**src/rtl/uart_rx_core_if.sv**
```systemverilog
// Receive-side signal bundle for uart_rx_core: serial line, acknowledge, and the
// received word with its status flags.
interface uart_rx_core_if #(
  parameter int unsigned DATA_BITS = 8
);
  logic                 rxd;
  logic                 d_ack;
  logic [DATA_BITS-1:0] dout;
  logic                 d_rdy;
  logic                 rx_rdy;
  logic                 frame_err;
  logic                 parity_err;
  logic                 overrun;

  // Receiver side.
  modport master (
    input  rxd, d_ack,
    output dout, d_rdy, rx_rdy, frame_err, parity_err, overrun
  );

  // Line driver and consumer side.
  modport slave (
    output rxd, d_ack,
    input  dout, d_rdy, rx_rdy, frame_err, parity_err, overrun
  );
endinterface

```
**src/rtl/uart_rx_core.sv**
```systemverilog
// Oversampling UART receiver with configurable data bits, parity and stop bits.
// Optional UART_RX_MAJORITY_EN: 2-of-3 majority vote around each sample point.
module uart_rx_core #(
  parameter int unsigned DATA_BITS    = 8,
  parameter int unsigned CLKS_PER_BIT = 16,
  parameter int unsigned PARITY       = 0,
  parameter int unsigned STOP_BITS    = 1
) (
  input logic            clk,
  input logic            rst,
  uart_rx_core_if.master bus
);

  typedef enum logic [2:0] {StIdle, StStart, StData, StParity, StStop, StBreak} state_e;

  localparam int unsigned Half = CLKS_PER_BIT / 2;
  localparam int unsigned SW   = $clog2(CLKS_PER_BIT);
`ifdef UART_RX_MAJORITY_EN
  localparam int unsigned SampleOfs = 1;
`else
  localparam int unsigned SampleOfs = 0;
`endif
  // Only the start-bit decision moves; later points stay one full bit apart.
  localparam logic [SW-1:0] StartPoint = SW'(Half - 1 + SampleOfs);
  localparam logic [SW-1:0] BitPoint   = SW'(CLKS_PER_BIT - 1);
  localparam logic [3:0]    LastData   = 4'(DATA_BITS - 1);
  localparam logic [3:0]    LastStop   = 4'(STOP_BITS - 1);
  localparam logic          OddPar     = (PARITY == 1);

  state_e               state_q, state_d;
  logic [1:0]           sync_q, sync_d;
  logic [SW-1:0]        sctr_q, sctr_d;
  logic [3:0]           bctr_q, bctr_d;
  logic [DATA_BITS-1:0] shreg_q, shreg_d;
  logic                 ferr_q, ferr_d, perr_q, perr_d;
  logic [DATA_BITS-1:0] dout_q, dout_d;
  logic                 d_rdy_q, d_rdy_d, frame_err_q, frame_err_d;
  logic                 parity_err_q, parity_err_d, overrun_q, overrun_d;
  logic                 rxs, smp_bit, tick, stop_err, commit;

  assign sync_d = {sync_q[0], bus.rxd};
  assign rxs    = sync_q[1];

`ifdef UART_RX_MAJORITY_EN
  logic rxs_h1_q, rxs_h2_q;

  always_ff @(posedge clk) begin
    if (rst) begin
      rxs_h1_q <= 1'b1;
      rxs_h2_q <= 1'b1;
    end else begin
      rxs_h1_q <= rxs;
      rxs_h2_q <= rxs_h1_q;
    end
  end

  assign smp_bit = (rxs & rxs_h1_q) | (rxs & rxs_h2_q) | (rxs_h1_q & rxs_h2_q);
`else
  assign smp_bit = rxs;
`endif

  assign tick     = (state_q == StStart) ? (sctr_q == StartPoint) : (sctr_q == BitPoint);
  assign stop_err = ferr_q | ~smp_bit;
  assign commit   = (state_q == StStop) && tick && (bctr_q == LastStop);

  always_ff @(posedge clk) begin
    if (rst) begin
      state_q <= StIdle;
    end else begin
      state_q <= state_d;
    end
  end

  always_comb begin
    state_d = state_q;
    unique case (state_q)
      StIdle:   if (!rxs) state_d = StStart;
      StStart:  if (tick) state_d = smp_bit ? StIdle : StData;
      StData:   if (tick && bctr_q == LastData) state_d = (PARITY != 0) ? StParity : StStop;
      StParity: if (tick) state_d = StStop;
      StStop:   if (tick && bctr_q == LastStop) state_d = stop_err ? StBreak : StIdle;
      StBreak:  if (rxs) state_d = StIdle;
      default:  state_d = StIdle;
    endcase
  end

  always_comb begin
    bus.rx_rdy     = (state_q == StIdle);
    bus.dout       = dout_q;
    bus.d_rdy      = d_rdy_q;
    bus.frame_err  = frame_err_q;
    bus.parity_err = parity_err_q;
    bus.overrun    = overrun_q;
  end

  always_comb begin
    sctr_d       = sctr_q + SW'(1);
    bctr_d       = bctr_q;
    shreg_d      = shreg_q;
    ferr_d       = ferr_q;
    perr_d       = perr_q;
    dout_d       = dout_q;
    d_rdy_d      = d_rdy_q;
    frame_err_d  = frame_err_q;
    parity_err_d = parity_err_q;
    overrun_d    = overrun_q;

    if (state_d != state_q) begin
      sctr_d = '0;
      bctr_d = '0;
    end else if (state_q == StIdle || state_q == StBreak) begin
      sctr_d = '0;
    end else if (tick) begin
      sctr_d = '0;
      bctr_d = bctr_q + 4'd1;
    end

    if (state_q == StIdle) begin
      ferr_d = 1'b0;
      perr_d = 1'b0;
    end
    if (state_q == StData && tick) shreg_d = {smp_bit, shreg_q[DATA_BITS-1:1]};
    if (state_q == StParity && tick) perr_d = (^shreg_q) ^ smp_bit ^ OddPar;
    if (state_q == StStop && tick) ferr_d = stop_err;

    if (commit) begin
      if (!d_rdy_q || bus.d_ack) begin
        dout_d       = shreg_q;
        frame_err_d  = stop_err;
        parity_err_d = perr_q;
        d_rdy_d      = 1'b1;
        overrun_d    = 1'b0;
      end else begin
        overrun_d = 1'b1;
      end
    end else if (bus.d_ack && d_rdy_q) begin
      d_rdy_d   = 1'b0;
      overrun_d = 1'b0;
    end
  end

  always_ff @(posedge clk) begin
    if (rst) begin
      sync_q       <= 2'b11;
      sctr_q       <= '0;
      bctr_q       <= '0;
      shreg_q      <= '0;
      ferr_q       <= 1'b0;
      perr_q       <= 1'b0;
      dout_q       <= '0;
      d_rdy_q      <= 1'b0;
      frame_err_q  <= 1'b0;
      parity_err_q <= 1'b0;
      overrun_q    <= 1'b0;
    end else begin
      sync_q       <= sync_d;
      sctr_q       <= sctr_d;
      bctr_q       <= bctr_d;
      shreg_q      <= shreg_d;
      ferr_q       <= ferr_d;
      perr_q       <= perr_d;
      dout_q       <= dout_d;
      d_rdy_q      <= d_rdy_d;
      frame_err_q  <= frame_err_d;
      parity_err_q <= parity_err_d;
      overrun_q    <= overrun_d;
    end
  end

endmodule
```
**src/flat_wrapper.sv**
```systemverilog
// flat-port wrapper written by rule: the top's interface ports become plain ports
module uart_rx_core_flat 
#(
  parameter int unsigned DATA_BITS    = 8,
  parameter int unsigned CLKS_PER_BIT = 16,
  parameter int unsigned PARITY       = 0,
  parameter int unsigned STOP_BITS    = 1
)
  (clk, rst, bus_rxd, bus_d_ack, bus_dout, bus_d_rdy, bus_rx_rdy, bus_frame_err, bus_parity_err, bus_overrun);
  uart_rx_core_if #(.DATA_BITS(DATA_BITS)) bus_i ();
  input logic clk;
  input logic rst;
  input wire logic [$bits(bus_i.rxd)-1:0] bus_rxd;
  input wire logic [$bits(bus_i.d_ack)-1:0] bus_d_ack;
  output wire logic [$bits(bus_i.dout)-1:0] bus_dout;
  output wire logic [$bits(bus_i.d_rdy)-1:0] bus_d_rdy;
  output wire logic [$bits(bus_i.rx_rdy)-1:0] bus_rx_rdy;
  output wire logic [$bits(bus_i.frame_err)-1:0] bus_frame_err;
  output wire logic [$bits(bus_i.parity_err)-1:0] bus_parity_err;
  output wire logic [$bits(bus_i.overrun)-1:0] bus_overrun;
  assign bus_i.rxd = bus_rxd;
  assign bus_i.d_ack = bus_d_ack;
  assign bus_dout = bus_i.dout;
  assign bus_d_rdy = bus_i.d_rdy;
  assign bus_rx_rdy = bus_i.rx_rdy;
  assign bus_frame_err = bus_i.frame_err;
  assign bus_parity_err = bus_i.parity_err;
  assign bus_overrun = bus_i.overrun;
  uart_rx_core #(.DATA_BITS(DATA_BITS), .CLKS_PER_BIT(CLKS_PER_BIT), .PARITY(PARITY), .STOP_BITS(STOP_BITS)) u_core (.clk(clk), .rst(rst), .bus(bus_i));
endmodule
```
**config.mk**
```make
export PLATFORM = sky130hd
export DESIGN_NAME = uart_rx_core_flat
export DESIGN_NICKNAME = d
export VERILOG_FILES = /design/src/rtl/uart_rx_core_if.sv /design/src/rtl/uart_rx_core.sv /design/src/flat_wrapper.sv
export SDC_FILE = /design/constraint.sdc
export NUM_CORES = 1
export LEC_CHECK = 0
export ABC_AREA = 1
export CAP_MARGIN = 15
export CORE_UTILIZATION = 40
export CTS_CLUSTER_SIZE = 30
export DETAILED_ROUTE_END_ITERATION = 10
export PLACE_DENSITY_LB_ADDON = 0.2
export REMOVE_ABC_BUFFERS = 1
export SYNTH_ARGS = -nofsm -noshare
export SYNTH_HDL_FRONTEND = slang
export SYNTH_SLANG_ARGS = --single-unit
```
**constraint.sdc**
```tcl
create_clock -name clk -period 1.6 [get_ports clk]
set_clock_uncertainty 0.15 [all_clocks]
set_input_delay 0.16 -clock clk [delete_from_list [all_inputs] [get_ports clk]]
set_output_delay 0.16 -clock clk [all_outputs]
set_load 0.01 [all_outputs]
```
==> impl_metrics.toml <==
[status]
status = "complete, but fails checks"
failed_checks = "negative setup slack"

[yosys]
async_set_or_reset_register_ratio_after_synthesis_pct = 0
seq_area_frac_synth_pct = 40.5
postSynthRegisterBits = 35
synthCells = 219
post-synth-top-area-cell = "dfxtp_1"
synth_largest_type_area_fraction_pct = 40.5
synth.lib_cells_used.distinct = 34
count_of_flip_flops_with_a_built_in_enable_after_synthesis = 0
synth_flop_type = "dfxtp_1"
syn_area_per_cell_um2 = 7.90
netlist_top_cells_area = "dfxtp_1, nor2_1, inv_1, a21oi_1, xnor2_1"
synth_area_um2 = 1730
yosys_warnings = 0

[drt]
drt_pre_antenna_iters = 6
detailroute.via_count = 1621
routed_wire_length_per_instance_um = 11.9
detail_route.vias_per_cell = 4.80
drtAntennaViolNets = 0
route.final.wire_length_um = 4010
first_iter_violations = 62
drc_errors = 0

[clock_network]
cts_inserted_buffers = 5
clock_tree_from_tritoncts = "done"
tritoncts_num_sinks = 35
clk_path_buf_depth = 2
root_buffer = "clkbuf_8"
clkSlewWorstSetupHoldPaths_ps = 70
htree_levels = 2
clk_lat_worst_skew_ps = 290

[power]
power.static_leakage_nw = 1.06
peakVddDrop_uv = 538
power_per_cell_area_nw_per_um2 = 633
p_total_mw = 1.65

[setup_path]
rr_worst_depth = 13
crit_fanout = 4
start_kind = "flip-flop"
cp.arrival_ps = 1930
wp_data_required_ps = 1680
type_of_the_worst_setup_path = "flip-flop to flip-flop"
timing.critical_path.to_type = "flip-flop"

[grt]
grt_remaining_overflow = 0
grt_use_total_pct = 19.9
grt_pass1_vias = 1448
grt_pass1_wl_um = 6600
grt_start_max_net_pins = 19
initial_antenna_violation_count = 0

[final_layout]
layout.core_utilization_pct = 63.7
most-common-layout-cells = "buf_4, dfxtp_1, inv_1"
share_of_layout_cells_above_drive_strength_1_pct = 45.1
finalNonFillerCells = 338
n_antenna_cell = 0
fin_nets = 294
mostFrequentLayoutCell = "buf_4"
flow.area_growth_from_synthesis_pct = 50.5

[timing]
slew_violations = 0
grt_setup_unrepaired = "true"
tightestPinTransition_ps = 368
period_needed_ps = 1850
timing.final.crit_share_pct = 116
holdWs_ps = 266
final_hold_violation_count = 0
setup-violations-final = 20
max_clock_freq_mhz = 541
postLayoutSetupSlackWorst_ps = -249
slew_headroom_pct = 75.4

[placement]
dp_hpwl_um = 2660
dp.cells = 324
gpl.final_weighted_congestion = 0.848
port-buffer-count = 16

[floorplanning]
coreArea_um2 = 4090
floorplan.die_area_um2 = 4590
fp-row-count = 23
die_h_um = 67.8
initial_core_util_pct = 42.3
die-width_um = 67.8
ios = 17

[hold_path]
holdCritPathClass = "flip-flop to flip-flop"
min_path_cells = 1

[flow_run]
drv_cap = 0
metal layers:
layer	up-vias	wire length [um]	global-route usage (%)
met5	-	0	0
met4	0	77	10.4
met3	6	173	6.59
met2	30	1840	29.0
met1	744	1920	25.7
li1	841	-	-
worst max-delay path: stages (launching register included):
cell and delay, ps:
dfxtp_4 380, inv_4 40, nor2_4 90, nand2_2 70, nand2_4 80, inv_4 50
nor2_8 110, buf_6 110, nand4_1 190, nand3_1 130, nand2_1 70, inv_2 100
nand3_4 110, nor2_1 110
cell type report:
cell class	count	area [um^2]
Clock buffer	6	72.6
Multi-Input combinational cell	144	1030
Timing Repair Buffer	65	564
Inverter	36	143
Clock inverter	2	12.5
Sequential cell	35	713
Tap cell	50	62.6
Fill cell	360	1480
synth_stat cells, drive strengths merged, types with 2 or more instances:
cell and count:
a21oi 20, buf 4, dfxtp 35, ha 3
inv 35, nand2 24, nand3 14, nand4 6
nor2 38, o21ai 19, or2 2, xnor2 8
xor2 4
flip-flops by register name, summed over array words and instances, names as in the netlist:
| name | count |
|---|---|
| u_core.state_q | 3 |
| u_core.sync_q | 2 |
| u_core.sctr_q | 4 |
| u_core.shreg_q | 8 |
| u_core.perr_q | 1 |
| u_core.bus.parity_err | 1 |
| u_core.bus.d_rdy | 1 |
| u_core.bus.frame_err | 1 |
| u_core.bctr_q | 4 |
| u_core.bus.dout | 8 |
| u_core.bus.overrun | 1 |
| u_core.ferr_q | 1 |
worst paths after layout:
kind	startpoint	to	slack, ps
worst min register to register	u_core.sync_q[0]$_SDFF_PP1_	u_core.sync_q[1]$_SDFF_PP1_	270
worst max-delay path	u_core.state_q[0]$_SDFF_PP0_	u_core.sctr_q[2]$_SDFF_PP0_	-250
worst min-delay path	u_core.sync_q[0]$_SDFF_PP1_	u_core.sync_q[1]$_SDFF_PP1_	270
worst max register to register	u_core.state_q[0]$_SDFF_PP0_	u_core.sctr_q[2]$_SDFF_PP0_	-250
report_power, final:
| group | leakage (nW) | internal, mW | total (mW) | switching, mW |
|---|---|---|---|---|
| Clock | 0.0412 | 0.304 | 0.628 | 0.324 |
| Combinational | 0.728 | 0.0633 | 0.142 | 0.0787 |
| Sequential | 0.286 | 0.873 | 0.877 | 0.00403 |
stage by stage:
step / setup WS (ps) / cell area (um^2) / setup TNS (ps)
4_1_cts: -174 / 2510 / -2440
2_1_floorplan: -320 / 1690 / -4200
3_5_place_dp: -219 / 2240 / -4210
3_3_place_gp: -240 / 2240 / -4360
6_report: -249 / 2600 / -2900
5_1_grt: -348 / 2600 / -5710
cell families after synthesis:
| logic type | after synthesis | synth area share, % |
|---|---|---|
| AOI/OAI and AO/OA | 41 | 14.2 |
| xor gates and xnor gates | 12 | 6.08 |
| DFF | 35 | 40.5 |
| adders and majority gates | 3 | 2.17 |
| and+or+nand+nor | 87 | 26.6 |
| buffers and inverters | 41 | 10.5 |
what timing repair did:
action | 4_1_cts | 5_1_grt
cloned | 1 | 0
gates resized for setup | 55 | 24
endpoints found under the setup margin | 29 | 32
hold buffers | 0 | 0
buffers inserted | 3 | 2
pin swaps | 22 | 12
No activity file was read; power rests on OpenSTA's default activity.
